`src/rtl/des_decrypt_iter.sv`:
```
// Iterative DES decryptor: one Feistel round per clock, subkeys K16..K1 generated
// on the fly by right-rotating C/D, valid/ready handshake on both sides.
module des_decrypt_iter (
  input  logic        clk,
  input  logic        rst,
  input  logic        in_valid,
  output logic        in_ready,
  input  logic [63:0] data_in,
  input  logic [63:0] key,
  output logic        out_valid,
  input  logic        out_ready,
  output logic [63:0] data_out
);
  typedef enum logic [1:0] {IDLE, ROUND, DONE} state_t;

  localparam int unsigned IP_T [64] = '{
    58,50,42,34,26,18,10,2, 60,52,44,36,28,20,12,4, 62,54,46,38,30,22,14,6, 64,56,48,40,32,24,16,8,
    57,49,41,33,25,17,9,1,  59,51,43,35,27,19,11,3, 61,53,45,37,29,21,13,5, 63,55,47,39,31,23,15,7};
  localparam int unsigned FP_T [64] = '{
    40,8,48,16,56,24,64,32, 39,7,47,15,55,23,63,31, 38,6,46,14,54,22,62,30, 37,5,45,13,53,21,61,29,
    36,4,44,12,52,20,60,28, 35,3,43,11,51,19,59,27, 34,2,42,10,50,18,58,26, 33,1,41,9,49,17,57,25};
  localparam int unsigned PC1_T [56] = '{
    57,49,41,33,25,17,9, 1,58,50,42,34,26,18, 10,2,59,51,43,35,27, 19,11,3,60,52,44,36,
    63,55,47,39,31,23,15, 7,62,54,46,38,30,22, 14,6,61,53,45,37,29, 21,13,5,28,20,12,4};
  localparam int unsigned PC2_T [48] = '{
    14,17,11,24,1,5, 3,28,15,6,21,10, 23,19,12,4,26,8, 16,7,27,20,13,2,
    41,52,31,37,47,55, 30,40,51,45,33,48, 44,49,39,56,34,53, 46,42,50,36,29,32};
  localparam int unsigned P_T [32] = '{
    16,7,20,21,29,12,28,17, 1,15,23,26,5,18,31,10, 2,8,24,14,32,27,3,9, 19,13,30,6,22,11,4,25};
  // S1..S8, four rows of sixteen 4-bit entries each, first entry in the MSBs
  localparam logic [2047:0] SBOX = {
    64'hE4D12FB83A6C5907, 64'h0F74E2D1A6CB9538, 64'h41E8D62BFC973A50, 64'hFC8249175B3EA06D,
    64'hF18E6B34972DC05A, 64'h3D47F28EC01A69B5, 64'h0E7BA4D158C6932F, 64'hD8A13F42B67C05E9,
    64'hA09E63F51DC7B428, 64'hD70934A6285ECBF1, 64'hD6498F30B12C5AE7, 64'h1AD069874FE3B52C,
    64'h7DE3069A1285BC4F, 64'hD8B56F03472C1AE9, 64'hA690CB7DF13E5284, 64'h3F06A1D8945BC72E,
    64'h2C417AB6853FD0E9, 64'hEB2C47D150FA3986, 64'h421BAD78F9C5630E, 64'hB8C71E2D6F09A453,
    64'hC1AF92680D34E75B, 64'hAF427C9561DE0B38, 64'h9EF528C3704A1DB6, 64'h432C95FABE17608D,
    64'h4B2EF08D3C975A61, 64'hD0B7491AE35C2F86, 64'h14BDC37EAF680592, 64'h6BD814A7950FE23C,
    64'hD2846FB1A93E50C7, 64'h1FD8A374C56B0E92, 64'h7B419CE206ADF358, 64'h21E74A8DFC90356B};

  function automatic logic [63:0] ip_perm(input logic [63:0] x);
    logic [63:0] y;
    for (int unsigned i = 0; i < 64; i++) y[6'(63 - i)] = x[6'(64 - IP_T[i])];
    return y;
  endfunction

  function automatic logic [63:0] fp_perm(input logic [63:0] x);
    logic [63:0] y;
    for (int unsigned i = 0; i < 64; i++) y[6'(63 - i)] = x[6'(64 - FP_T[i])];
    return y;
  endfunction

  function automatic logic [55:0] pc1_perm(input logic [63:0] x);
    logic [55:0] y;
    for (int unsigned i = 0; i < 56; i++) y[6'(55 - i)] = x[6'(64 - PC1_T[i])];
    return y;
  endfunction

  function automatic logic [47:0] pc2_perm(input logic [55:0] x);
    logic [47:0] y;
    for (int unsigned i = 0; i < 48; i++) y[6'(47 - i)] = x[6'(56 - PC2_T[i])];
    return y;
  endfunction

  function automatic logic [31:0] f_round(input logic [31:0] r, input logic [47:0] k);
    logic [47:0] e;
    logic [31:0] s;
    logic [31:0] y;
    logic [5:0]  b;
    int unsigned n;
    // E table is regular: box j takes bits 4j..4j+5 (1-based, wrapping)
    for (int unsigned j = 0; j < 8; j++)
      for (int unsigned k6 = 0; k6 < 6; k6++)
        e[6'(47 - (6 * j + k6))] = r[5'(31 - ((4 * j + k6 + 31) % 32))];
    e = e ^ k;
    s = '0;
    for (int unsigned j = 0; j < 8; j++) begin
      b = e[6'(47 - 6 * j) -: 6];
      n = 64 * j + 32 * 32'(b[5]) + 16 * 32'(b[0]) + 32'(b[4:1]);
      s[5'(31 - 4 * j) -: 4] = SBOX[11'(2047 - 4 * n) -: 4];
    end
    for (int unsigned i = 0; i < 32; i++) y[5'(31 - i)] = s[5'(32 - P_T[i])];
    return y;
  endfunction

  state_t      state_q, state_d;
  logic [31:0] l_q, l_d, r_q, r_d, r_new;
  logic [27:0] c_q, c_d, d_q, d_d;
  logic [3:0]  rnd_q, rnd_d;
  logic [63:0] data_out_q, data_out_d, ip_blk;
  logic [55:0] cd0;
  logic        accept, rot1;

  always_ff @(posedge clk) begin
    if (rst) begin
      state_q    <= IDLE;
      l_q        <= '0;
      r_q        <= '0;
      c_q        <= '0;
      d_q        <= '0;
      rnd_q      <= '0;
      data_out_q <= '0;
    end else begin
      state_q    <= state_d;
      l_q        <= l_d;
      r_q        <= r_d;
      c_q        <= c_d;
      d_q        <= d_d;
      rnd_q      <= rnd_d;
      data_out_q <= data_out_d;
    end
  end

  always_comb begin
    state_d = state_q;
    case (state_q)
      IDLE:    if (accept) state_d = ROUND;
      ROUND:   if (rnd_q == 4'd15) state_d = DONE;
      DONE:    if (out_ready) state_d = in_valid ? ROUND : IDLE;
      default: state_d = IDLE;
    endcase
  end

  // Round 0 uses unrotated C0/D0 (encrypt shifts total 28); then undo shifts 16..2
  always_comb begin
    ip_blk     = ip_perm(data_in);
    cd0        = pc1_perm(key);
    r_new      = l_q ^ f_round(r_q, pc2_perm({c_q, d_q}));
    rot1       = (rnd_q == 4'd0) || (rnd_q == 4'd7) || (rnd_q == 4'd14);
    l_d        = l_q;
    r_d        = r_q;
    c_d        = c_q;
    d_d        = d_q;
    rnd_d      = rnd_q;
    data_out_d = data_out_q;
    if (accept) begin
      l_d   = ip_blk[63:32];
      r_d   = ip_blk[31:0];
      c_d   = cd0[55:28];
      d_d   = cd0[27:0];
      rnd_d = '0;
    end else if (state_q == ROUND) begin
      l_d   = r_q;
      r_d   = r_new;
      c_d   = rot1 ? {c_q[0], c_q[27:1]} : {c_q[1:0], c_q[27:2]};
      d_d   = rot1 ? {d_q[0], d_q[27:1]} : {d_q[1:0], d_q[27:2]};
      rnd_d = rnd_q + 4'd1;
      if (rnd_q == 4'd15) data_out_d = fp_perm({r_new, r_q});
    end
  end

  always_comb begin
    in_ready  = (state_q == IDLE) || ((state_q == DONE) && out_ready);
    out_valid = (state_q == DONE);
    data_out  = data_out_q;
    accept    = in_valid && in_ready;
  end
endmodule
```
`config.mk`:
```
export PLATFORM = sky130hd
export DESIGN_NAME = des_decrypt_iter
export DESIGN_NICKNAME = d
export VERILOG_FILES = /design/src/rtl/des_decrypt_iter.sv
export SDC_FILE = /design/constraint.sdc
export NUM_CORES = 1
export LEC_CHECK = 0
export ABC_CLOCK_PERIOD_IN_PS = 3500
export CELL_PAD_IN_SITES_DETAIL_PLACEMENT = 1
export CELL_PAD_IN_SITES_GLOBAL_PLACEMENT = 1
export CORE_MARGIN = 2
export CORE_UTILIZATION = 40
export DETAILED_ROUTE_END_ITERATION = 16
export PLACE_DENSITY_LB_ADDON = 0.1
export SETUP_SLACK_MARGIN = 0.02
export SLEW_MARGIN = 10
export SYNTH_ARGS = -nofsm -noshare
export SYNTH_HDL_FRONTEND = slang
export SYNTH_SLANG_ARGS = --single-unit
```
`constraint.sdc`:
```
create_clock -name clk -period 3.5 [get_ports clk]
set_clock_uncertainty 0.05 [all_clocks]
set_input_delay 1.05 -clock clk [delete_from_list [all_inputs] [get_ports clk]]
set_output_delay 1.05 -clock clk [all_outputs]
set_load 0.005 [all_outputs]
```
==> impl_metrics.toml, run 1 <==
[synthesis]
ys_seq_area_share_pct = 27.84
synth_area_per_cell_sq_um = 8.085
ys_warn_count = 0
ys_types = 72
synth.area.top_cells = "dfxtp_1 (28%), mux2i_1 (7.4%), a21oi_1 (6.7%)"
async_reset_ff_share_pct = 0
syn_nets = 1887
yosys.area.top_type = "dfxtp_1"
synthFlopType = "dfxtp_1"
synth.cell_area_sq_mm = 0.01366
synth-edff-count = 0
yosysTopAreaCellShare_pct = 27.84
ys_ff_latch = 190
netlist_instances = 1690

[drt]
first_pass_iters = 5
first_iter_violations = 1098
wl_per_cell_um = 21.51
drc = 0
routed_wl_um = 49690
vias = 13700
vias_per_cell = 5.929
ant_nets = 0

[finish]
final_layout_size_suffix_gt1_share_pct = 9.989
final_common_cell = "dfxtp_1"
post-route-util_pct = 50.40
n_antenna_cell = 0
syn2layout_area_growth_pct = 24.00
final_cell_mix = "dfxtp_1 (190), clkdlybuf4s50_1 (188), nand2_1 (183), a21oi_1 (181), nor2_1 (170)"
num-nets-final = 2047

[place]
io_buffers = 189
pre_cts_ws_ns = 0.1298
hpwl_um = 36750
gp_congestion = 0.9155

[sta]
period_needed_ns = 3.341
relSlewSlack_pct = 17.88
tns_ns = 0
max_freq_mhz = 299.3
slew_viol_final = 0
whs_ns = 0.4061
final.setup.worst_slack_ns = 0.1593
max_slew.worst_pin.slew_ns = 1.223
period_share_pct = 95.45
finalSetupViolCount = 0
hold_viol = 0
rsz0062_at_grt = "no"

[clock_tree]
clock_sinks = 190
clk_latency_ns = 0.46
cts-buffers-inserted = 17
cts_tree = "yes"
path_clk_slew_ns = 0.06
postCtsSetupBuffers = 0
cts.htree.levels = 4
clk_path_buf_depth = 2
cts-root-buf = "clkbuf_16"

[worst_setup_path]
cp_common_cell = "clkdlybuf4s50_1"
critical_path.startpoint = "out_ready"
arrival_ns = 2.24
crit_chain = "clkdlybuf4s50_1 > inv_1 > a21oi_2 > clkdlybuf4s50_1"
r2r-start = "r_q[23]$_SDFFE_PP0P_"
startpoint_type = "input pin"
r2r-end = "r_q[8]$_SDFFE_PP0P_"
end_kind = "primary output"
slowest_stage = "clkdlybuf4s50_1"
path_class = "in2out"
rr_worst_depth = 6
cp_slowest_stage_delay_ns = 0.52
r2r_slack_ns = 0.32
worstPathMaxFanout = 2
critPathCapture = "in_ready"
crit_required_ns = 2.40

[die]
die_width_um = 188.8
pin_count = 198
die_area_sq_mm = 0.03565
die_h_um = 188.8
initial_core_util_pct = 40.64
core_sq_mm = 0.03362
row_count = 67

[global_route]
grt_pass1_vias = 13500
grt_max_degree = 82
track_usage_pct = 27.62
grt_pass1_wl_um = 77190
overflow = 0
antenna_found_initial = 0

[pwr]
power_leakage_nw = 6.582
ir_drop_mv = 0.4104
power_density_mw_per_mm2 = 619.1

[hold_path]
holdCritPathClass = "reg2reg"

[run]
maxCapViolations = 0

[outcome]
status = "complete, no violations"
-- layer usage --
metal / up-vias / track usage [%] / part of all wire, %
met5: - / 0 / 0
met4: 0 / 7.121 / 1.8
met3: 49 / 3.874 / 5.5
met2: 393 / 43.23 / 45
met1: 6843 / 39.79 / 48
li1: 6412 / - / -
-- flip-flops by register name, summed over array words and instances (netlist names) --
signal,count
r_q,32
c_q,28
rnd_q,4
d_q,28
data_out,64
state_q,2
l_q,32
-- through the flow --
| stage | area (sq um) | instances | power (mW) |
|---|---|---|---|
| 6_report | 16940 | 2310 | 10.49 |
| 5_1_grt | 16940 | 2310 | 11.19 |
| 4_1_cts | 16940 | 2310 | 10.50 |
| 3_5_place_dp | 16320 | 2279 | 8.344 |
| 3_3_place_gp | 16320 | 2279 | 8.152 |
| 2_1_floorplan | 13660 | 1690 | 6.604 |
-- worst min-delay path by stage --
stage,from,endpoint,depth (start not counted)
floorplan,l_q[26]$_SDFFE_PP0P_,l_q[26]$_SDFFE_PP0P_,2
global placement,data_out[63]$_SDFFE_PP0P_,data_out[63]$_SDFFE_PP0P_,2
detailed placement,data_out[45]$_SDFFE_PP0P_,data_out[45]$_SDFFE_PP0P_,2
CTS,data_out[45]$_SDFFE_PP0P_,data_out[45]$_SDFFE_PP0P_,2
global route,data_out[10]$_SDFFE_PP0P_,data_out[10]$_SDFFE_PP0P_,2
finish,data_out[10]$_SDFFE_PP0P_,data_out[10]$_SDFFE_PP0P_,2
-- logic make-up after synthesis --
| family | Yosys count | share of synthesized area [%] |
|---|---|---|
| AO/OA/AOI/OAI | 514 | 24.07 |
| AND/OR/NAND/NOR | 476 | 14.93 |
| flip-flops | 190 | 27.84 |
| buffers and inverters | 180 | 5.183 |
| multiplexers | 134 | 12.70 |
| XOR/XNOR | 131 | 9.331 |
| adder cells (fa/ha/maj) | 65 | 5.952 |
-- critical path, delay by kind of cell --
| family | cells | cell delay, ns |
|---|---|---|
| compound gates | 1 | 0.16 |
| buf+inv | 3 | 1.03 |
-- synthesized netlist by cell type (5+ instances only) --
master and number:
dfxtp_1 190, nand2_1 183, a21oi_1 182, nor2_1 172
mux2i_1 101, clkbuf_1 97, a211oi_1 72, ha_1 65
xnor2_1 65, a22oi_1 61, o21ai_0 55, xor2_1 49
inv_1 40, nand3_1 34, mux4_2 30, nor3_1 30
o211ai_1 25, o22ai_1 23, buf_2 20, a31oi_1 18
buf_1 14, xor2_2 13, nand3b_1 11, o2111ai_1 9
or3_1 9, inv_2 8, o21ai_1 8, o311ai_0 8
a211o_1 6, and2_1 6, nand4_1 6, nor4_1 5
-- area by class of cell --
cell class                 instances  area [sq um]
fill                            3964         16670
multi-input combinational       1320          9191
sequential                       190          3804
timing repair buffer             273          2586
tap                              448         560.5
clock buffer                      20         466.7
inverter                          48         180.2
clock inverter                    11         153.9
-- report_power, final --
part | internal [mW] | switching, mW
Sequential | 2.34 | 0.334
Combinational | 2.45 | 3.26
Clock | 1.19 | 0.931
Total | 5.97 | 4.52
-- timing repair --
item | CTS | global route
endpoints found under the setup margin | 0 | 1
gates resized for setup | 0 | 1
hold buffers | 0 | 0
Power figures use the tool's default switching activity.
==> run 2, diff against run 1 <==
--- a/config.mk
+++ b/config.mk
@@ -11,6 +11,7 @@
 export CORE_MARGIN = 2
 export CORE_UTILIZATION = 40
 export DETAILED_ROUTE_END_ITERATION = 16
+export GPL_ROUTABILITY_DRIVEN = 1
 export PLACE_DENSITY_LB_ADDON = 0.1
 export SETUP_SLACK_MARGIN = 0.02
 export SLEW_MARGIN = 10
==> results of run 2 <==
Final layout, timing and power as in run 1 (identical DEF).
